===== src/rtl/lane_spawner.sv =====
// ============================================================================
// Module   : lane_spawner
// Purpose  : Per-lane traffic controller feeding a bank of car instances.
//            Decides when each car slot is spawned and retired, picks a
//            random car type and inter-car gap from an 8-bit Galois LFSR,
//            and drives the lane-constant spawn position/direction/speed.
// Revision : 1.0 - initial release
// ============================================================================
`default_nettype none

module lane_spawner #(
   parameter int unsigned  SLOTS     = 4,
   parameter logic [9:0]   LANE_Y    = 10'd200,
   parameter logic         FACE_LEFT = 1'b0,
   parameter logic [2:0]   SPEED     = 3'd2,
   parameter logic [10:0]  LIFETIME  = 11'd690,
   parameter logic [7:0]   MIN_GAP   = 8'd20,
   parameter logic [5:0]   GAP_MASK  = 6'h1F,
   parameter logic [7:0]   SEED      = 8'hA5
) (
   input  logic                 FrameClk,
   input  logic                 ResetN,
   input  logic                 LaneEnable,
   output logic [SLOTS-1:0]     SpawnEnable,
   output logic [2*SLOTS-1:0]   Type,
   output logic [9:0]           SpawnX,
   output logic [9:0]           SpawnY,
   output logic                 FaceLeft,
   output logic [2:0]           Speed,
   output logic [2:0]           ActiveCount
);

   typedef enum logic [1:0] {
      S_IDLE   = 2'd0,
      S_ACTIVE = 2'd1,
      S_COOL   = 2'd2
   } slot_state_e;

   // Age value on the last enabled frame of a slot's lifetime.
   localparam logic [10:0] AGE_LAST  = LIFETIME - 11'd1;
   localparam logic [7:0]  LFSR_TAPS = 8'hB8;

   slot_state_e [SLOTS-1:0]        state_q, state_d;
   logic [SLOTS-1:0][10:0]         age_q, age_d;
   logic [2*SLOTS-1:0]             type_q, type_d;
   logic [SLOTS-1:0]               spawn_en_q, spawn_en_d;
   logic [7:0]                     gap_q, gap_d;
   logic [7:0]                     lfsr_q, lfsr_d;
   logic [2:0]                     active_cnt_q, active_cnt_d;
   logic [8:0]                     gap_sum;
   logic [7:0]                     gap_reload;
   logic                           spawn_done;

   // Lane constants are pure parameter decodes.
   assign SpawnX   = FACE_LEFT ? 10'd740 : 10'd51;
   assign SpawnY   = LANE_Y;
   assign FaceLeft = FACE_LEFT;
   assign Speed    = SPEED;

   assign SpawnEnable = spawn_en_q;
   assign Type        = type_q;
   assign ActiveCount = active_cnt_q;

   // Gap reload from the pre-advance LFSR, saturating at 8'hFF.
   always_comb begin
      gap_sum    = {1'b0, MIN_GAP} + {3'b000, lfsr_q[7:2] & GAP_MASK};
      gap_reload = gap_sum[8] ? 8'hFF : gap_sum[7:0];
   end

   // Next-state logic for LFSR, gap counter, slot FSMs, ages and types.
   always_comb begin
      lfsr_d       = {1'b0, lfsr_q[7:1]} ^ (lfsr_q[0] ? LFSR_TAPS : 8'h00);
      gap_d        = gap_q;
      state_d      = state_q;
      age_d        = age_q;
      type_d       = type_q;
      spawn_done   = 1'b0;
      spawn_en_d   = '0;
      active_cnt_d = 3'd0;

      if (!LaneEnable) begin
         // Lane halted: retire everything, no spawning, restart gap.
         gap_d = MIN_GAP;
         for (int k = 0; k < SLOTS; k++) begin
            state_d[k] = (state_q[k] == S_ACTIVE) ? S_COOL : S_IDLE;
            age_d[k]   = 11'd0;
         end
      end else begin
         for (int k = 0; k < SLOTS; k++) begin
            case (state_q[k])
               S_ACTIVE: begin
                  if (age_q[k] == AGE_LAST) begin
                     state_d[k] = S_COOL;
                     age_d[k]   = 11'd0;
                  end else begin
                     age_d[k] = age_q[k] + 11'd1;
                  end
               end
               S_COOL:  state_d[k] = S_IDLE;
               default: state_d[k] = S_IDLE;
            endcase
         end

         if (gap_q != 8'd0) begin
            gap_d = gap_q - 8'd1;
         end else begin
            // A slot is eligible unless it is ACTIVE at this edge: a slot
            // retiring now is still ACTIVE and so cannot respawn, while a
            // COOL slot has already given the car its one low frame.
            for (int k = 0; k < SLOTS; k++) begin
               if (!spawn_done && (state_q[k] != S_ACTIVE)) begin
                  spawn_done       = 1'b1;
                  state_d[k]       = S_ACTIVE;
                  age_d[k]         = 11'd0;
                  type_d[2*k +: 2] = lfsr_q[1:0];
                  gap_d            = gap_reload;
               end
            end
         end
      end

      for (int k = 0; k < SLOTS; k++) begin
         spawn_en_d[k] = (state_d[k] == S_ACTIVE);
         if (state_d[k] == S_ACTIVE) begin
            active_cnt_d = active_cnt_d + 3'd1;
         end
      end
   end

   // State register with asynchronous active-low reset.
   always_ff @(posedge FrameClk or negedge ResetN) begin
      if (!ResetN) begin
         for (int k = 0; k < SLOTS; k++) begin
            state_q[k] <= S_IDLE;
         end
         age_q        <= '0;
         type_q       <= '0;
         spawn_en_q   <= '0;
         gap_q        <= MIN_GAP;
         lfsr_q       <= SEED;
         active_cnt_q <= 3'd0;
      end else begin
         state_q      <= state_d;
         age_q        <= age_d;
         type_q       <= type_d;
         spawn_en_q   <= spawn_en_d;
         gap_q        <= gap_d;
         lfsr_q       <= lfsr_d;
         active_cnt_q <= active_cnt_d;
      end
   end

endmodule

`default_nettype wire


===== config.mk =====
export PLATFORM = sky130hd
export DESIGN_NAME = lane_spawner
export DESIGN_NICKNAME = d
export VERILOG_FILES = /design/src/rtl/lane_spawner.sv
export SDC_FILE = /design/constraint.sdc
export NUM_CORES = 1
export LEC_CHECK = 0
export ABC_CLOCK_PERIOD_IN_PS = 3600
export BUFFER_PORTS_ARGS = -buffer_cell sky130_fd_sc_hd__buf_2
export CORE_MARGIN = 5
export CORE_UTILIZATION = 40
export DETAILED_ROUTE_END_ITERATION = 6
export GPL_ROUTABILITY_DRIVEN = 0
export PLACE_DENSITY = 0.69
export SLEW_MARGIN = 20
export SYNTH_ARGS = -nofsm -noshare
export SYNTH_HDL_FRONTEND = slang
export SYNTH_SLANG_ARGS = --single-unit

===== constraint.sdc =====
create_clock -name FrameClk -period 3.6 [get_ports FrameClk]
set_input_delay 0.18 -clock FrameClk [delete_from_list [all_inputs] [get_ports FrameClk]]
set_output_delay 0.18 -clock FrameClk [all_outputs]
set_load 0.02 [all_outputs]

Word-level counts from Yosys, hierarchy flattened
Cells that the tools add are included.

storage, ports and cells
  register bits = 83
  input port bits = 3

cells by class
  eq/ne operators = 17
  add/subtract/negate cells = 9
  reductions and logical operators = 11
  bitwise gates (word level) = 2
  muxes and demuxes = 53

operator list
  kind                     number
  $mux W11                 12
  $mux W44                 2
  $mux W8                  10
  $add A11 B1 Y11 const B  4
  $eq A11 B10 Y1 const B   4
  $mux W2                  16
  $eq A2 B1 Y1 const B     8
  $reduce_and A3 Y1        4
  $mux W1                  10
  $add A3 B1 Y3 const B    3
  $mux W3                  3
  $ne A2 B1 Y1 const B     4
  $reduce_bool A8 Y1       1
  $sub A8 B1 Y8 const B    1
  $xor A7 B8 Y8            1
  $add A5 B5 Y6 const A    1
  $ne A6 B1 Y1 const B     1
  $logic_and A1 B1 Y1      3
  $logic_not A1 Y1         3
  $not A1 Y1               1

Logic depth before layout (Yosys ltp)
  depth after elaboration = 27
  mapped depth = 14
  gate-level depth less buffers = 13

Worst setup path before layout
Ideal clock, no wire load.

  kind = register to register
  start point = register gap_q[0]
  end point = register active_cnt_q[1], in the netlist ActiveCount[1]
  period minus slack after synthesis = 2,843 ps
  arrival time = 2,718 ps
  required time = 3,475 ps
  buffers on the path = 1
  library setup time = 125 ps
  path slack = 757 ps
  stages on the path, launching flop included = 13
  cell sequence = dfrtp_1 -> inv_1 -> ha_1 -> nor4b_4 -> and2_1 -> buf_2 -> nand2_1 -> nor2_1 -> o21ai_0 -> ha_1 -> xor2_2 -> ha_1 -> mux2_4

between the ends
  longest elaborated chain between the ends = 11
  elaborated cells on any way between the ends = 14
  those cells by class = 3 x add/sub; 4 x eq/ne; 6 x mux; 1 x reduce/logical

ends and longest elaborated chain
  what                       RTL line  source
  from (decl)                47        logic [7:0] gap_q, gap_d;
  from (signal assigned)     147       gap_q <= gap_d;
  $reduce_bool A8 Y1 (*)     104       if (gap_q != 8'd0) begin
  $mux W8 (*)                104
  $mux W8 (*)                81        if (!LaneEnable) begin
  $eq A2 B1 Y1               124       if (state_d[k] == S_ACTIVE) begin
  $mux W1                    124
  $add A3 B1 Y3              125       active_cnt_d = active_cnt_d + 3'd1;
  $mux W3                    124
  $add A3 B1 Y3              125
  $mux W3                    124
  $add A3 B1 Y3              125
  $mux W3 (*)                124
  named net active_cnt_d[1]  49        logic [2:0] active_cnt_q, active_cnt_d;
  to (signal assigned)       149       active_cnt_q <= active_cnt_d;
  to (decl)                  49

The timed path passes the listed nets; every way through them passes the cells marked *.
A chain may end at the register's enable or synchronous reset.

Final worst setup path
Ends and elaborated chain as after synthesis.

==> metrics.csv <==
metric,value,unit
power_density,400,nW/µm²
clk_latency,0.36,ns
slew_violations,0,
cts-hold-fix-buffers,0,
synth_largest_type_area_fraction,45.1,%
pin_count_of_the_biggest_net_entering_global_routing,84,
critical_path.cell_chain,inv_1 > ha_1 > nor4b_4 > and2_1 > nand2_1 > nor2_1 > o21ai_0 > ha_1 > xor2_2 > ha_1 > mux2_4,
grt_first_pass_wirelength,13600,µm
timing.fmax,310,MHz
syn-instance-count,422,
synth-async-reset-ratio,100,%
final_cells,580,
worst_path_largest_cell_delay,0.42,ns
floorplan.io_pins,42,
route.vias.total,2926,
cp.required,3.84,ns
drt.antenna.violating_nets,0,
totalNegativeSetupSlack,0,ns
yosys.cell_count.top_type,dfrtp_1,
gr-total-overflow,0,
postRouteWirelength,7750,µm
fin_util,44.8,%
floorplan.rows,37,
cp_data_arrival_time,3.46,ns
critical_path.slowest_cell,nor4b_4,
hold_class,in -> reg,
result_of_the_run,finished clean,
worst_setup_hold_path_clk_slew,0.08,ns
cp_num_buf_inv,1,
post-layout-total-power,1.86,mW
synth_sequential_area_ratio,48.8,%
setup_violations,0,
clock_tree_from_tritoncts,done,
dr.pass1.iters,5,
dr.first_iter.drc_count,134,
maximum_capacitance_violations,0,
die-area,12800,µm²
maximum_vdd_ir_drop,0.000168,V
synth-edff-count,0,
ys_top_cells_by_area,"dfrtp_1 (45%), nor2_1 (5.6%), xnor2_1 (4.3%)",
finalWorstPathRequiredPeriod,3.22,ns
cts_max_level,3,
critPathMostFrequentCell,ha_1,
dp_worst_setup_slack,0.438,ns
port_buffers,17,
vias_per_cell,5.04,
multi_input_area,1980,µm²
critPathKind,reg -> reg,
power_leakage,2.11,nW
clock_path_buffers,2,
design.core.area,10400,µm²
synthFlopType,dfrtp_1,
syn-cell-area,4270,µm²
finish.net_count,456,
post_cts.repair.setup_buffers,0,
critical-path-top-delay-family,simple AND/OR/NAND/NOR gates,
initial_utilization,41.2,%
dp_cells,563,
netlist-cell-type-count,57,
antenna-diode-count,0,
layout-area-overhead-vs-synth,8.88,%
cts.root.buffer_cell,clkbuf_8,
synth_warnings,0,
grt_setup_unrepaired,no,
worstPathMaxFanout,10,
finalCritPeriodShare,89.5,%
timing.critical_path.to_type,flop,
synth_top_cells_by_count,"dfrtp_1 (77), nor2_1 (64), buf_4 (24)",
hold_viol_final,0,
die_h,113,µm
fp.dieW,113,µm
fillers,992,
first_global_vias,2874,
cts_resized,0,
final_layout_size_suffix_gt1_share,13.7,%
antenna_found_initial,0,
synthDominantAreaCellType,dfrtp_1,
max_slew.worst_pin.slew,0.764,ns
grt_usage,13.1,%
cts_sinks,83,
synth.ff_latch_count,83,
timing.clock.skew,0.0169,ns
register_area,2080,µm²
worst_setup_path_start_kind,flop,
syn_avg_cell_area,10.1,µm²
wl_per_cell,13.4,µm
max-slew-margin-rel,49.0,%
detailed_place_hpwl,5360,µm
post-route-drc-count,0,
postLayoutSetupSlackWorst,0.379,ns
cts_inserted_buffers,9,
-- worst reg2reg max path, stage by stage (launching register included) --
cell,delay [ns]
dfrtp_1,0.39
inv_1,0.11
ha_1,0.17
nor4b_4,0.42
and2_1,0.41
nand2_1,0.18
nor2_1,0.20
o21ai_0,0.11
ha_1,0.35
xor2_2,0.21
ha_1,0.29
mux2_4,0.27
-- report_power, final --
part	internal, mW	leakage, nW	switching (mW)	total (mW)
Sequential	0.945	1.14	0.0136	0.959
Combinational	0.0339	0.855	0.0881	0.122
Clock	0.451	0.120	0.328	0.778
-- cell usage in the layout (no fill, tap or decap), types with 3 or more instances in the layout --
cell      instances
o21ai_0          11
or3_1             4
and2_1            3
mux2_2            8
nand3_1          16
a31oi_1           9
buf_2            16
conb_1           24
and3_1            7
dfstp_2           6
nor3_1           10
o21a_1            4
nor3_2            3
a21oi_1          11
xnor2_1          21
nor2_1           64
nor2b_1           5
nand2_1          22
nand4_1           9
clkbuf_8         12
inv_1            15
nand2b_1          6
ha_1             14
dfrtp_1          77
xor2_1           21
nor3b_1           3
-- per-stage QoR --
stage / instance area, µm² / hold slack (ns)
2_1_floorplan: 4350 / -0.116
3_3_place_gp: 4400 / 0.374
3_5_place_dp: 4400 / 0.376
4_1_cts: 4630 / 0.0327
5_1_grt: 4650 / 0.223
6_report: 4650 / 0.227
-- cells by family (layout without fill, tap and decap cells) --
logic type | after synthesis | count (layout) | synth area share, %
fa+ha+maj | 14 | 14 | 4.10
mux | 10 | 10 | 2.70
xor+xnor | 43 | 43 | 9.00
simple gates | 168 | 168 | 20.8
flops | 83 | 83 | 48.8
compound gates | 50 | 50 | 7.65
other cells | 2 | 24 | 0.176
buf+inv | 52 | 52 | 6.74
-- path summary, 6_finish.rpt --
kind / startpoint / endpoint / slack (ns) / cells past startpoint
min: LaneEnable / state_q[2] / 0.23 / 2
max reg2reg: gap_q[0] / ActiveCount[1] / 0.38 / 11
max in group asynchronous: ResetN / age_q[3] / 2.63 / 2
max: gap_q[0] / ActiveCount[1] / 0.38 / 11
min in group asynchronous: ResetN / Type[2] / 0.40 / 2
min reg2reg: lfsr_q[3] / lfsr_q[2] / 0.39 / 0
-- registers in the layout, indices dropped and copies added (netlist names) --
name and flops:
state_q 8, gap_q 8, ActiveCount 3, Type 8, SpawnEnable 4, lfsr_q 8, age_q 44
-- area by class of cell --
class | count | area share [%]
well taps | 136 | 3.66
repair buffers | 20 | 2.50
clock inverters | 3 | 1.48
inverters | 16 | 1.29
multi-input cells | 309 | 42.6
flip-flops and latches | 83 | 44.8
clock buffers | 13 | 3.63
-- per-layer routing --
metal  up-vias  GRT usage, %  wire [µm]
li1       1416             -          -
met1      1422          17.3       3510
met4         0          6.17        194
met3        19          3.37        445
met2        69          20.0       3600
met5         -             0          0
Note: power is estimated with default switching activity, not from simulation.
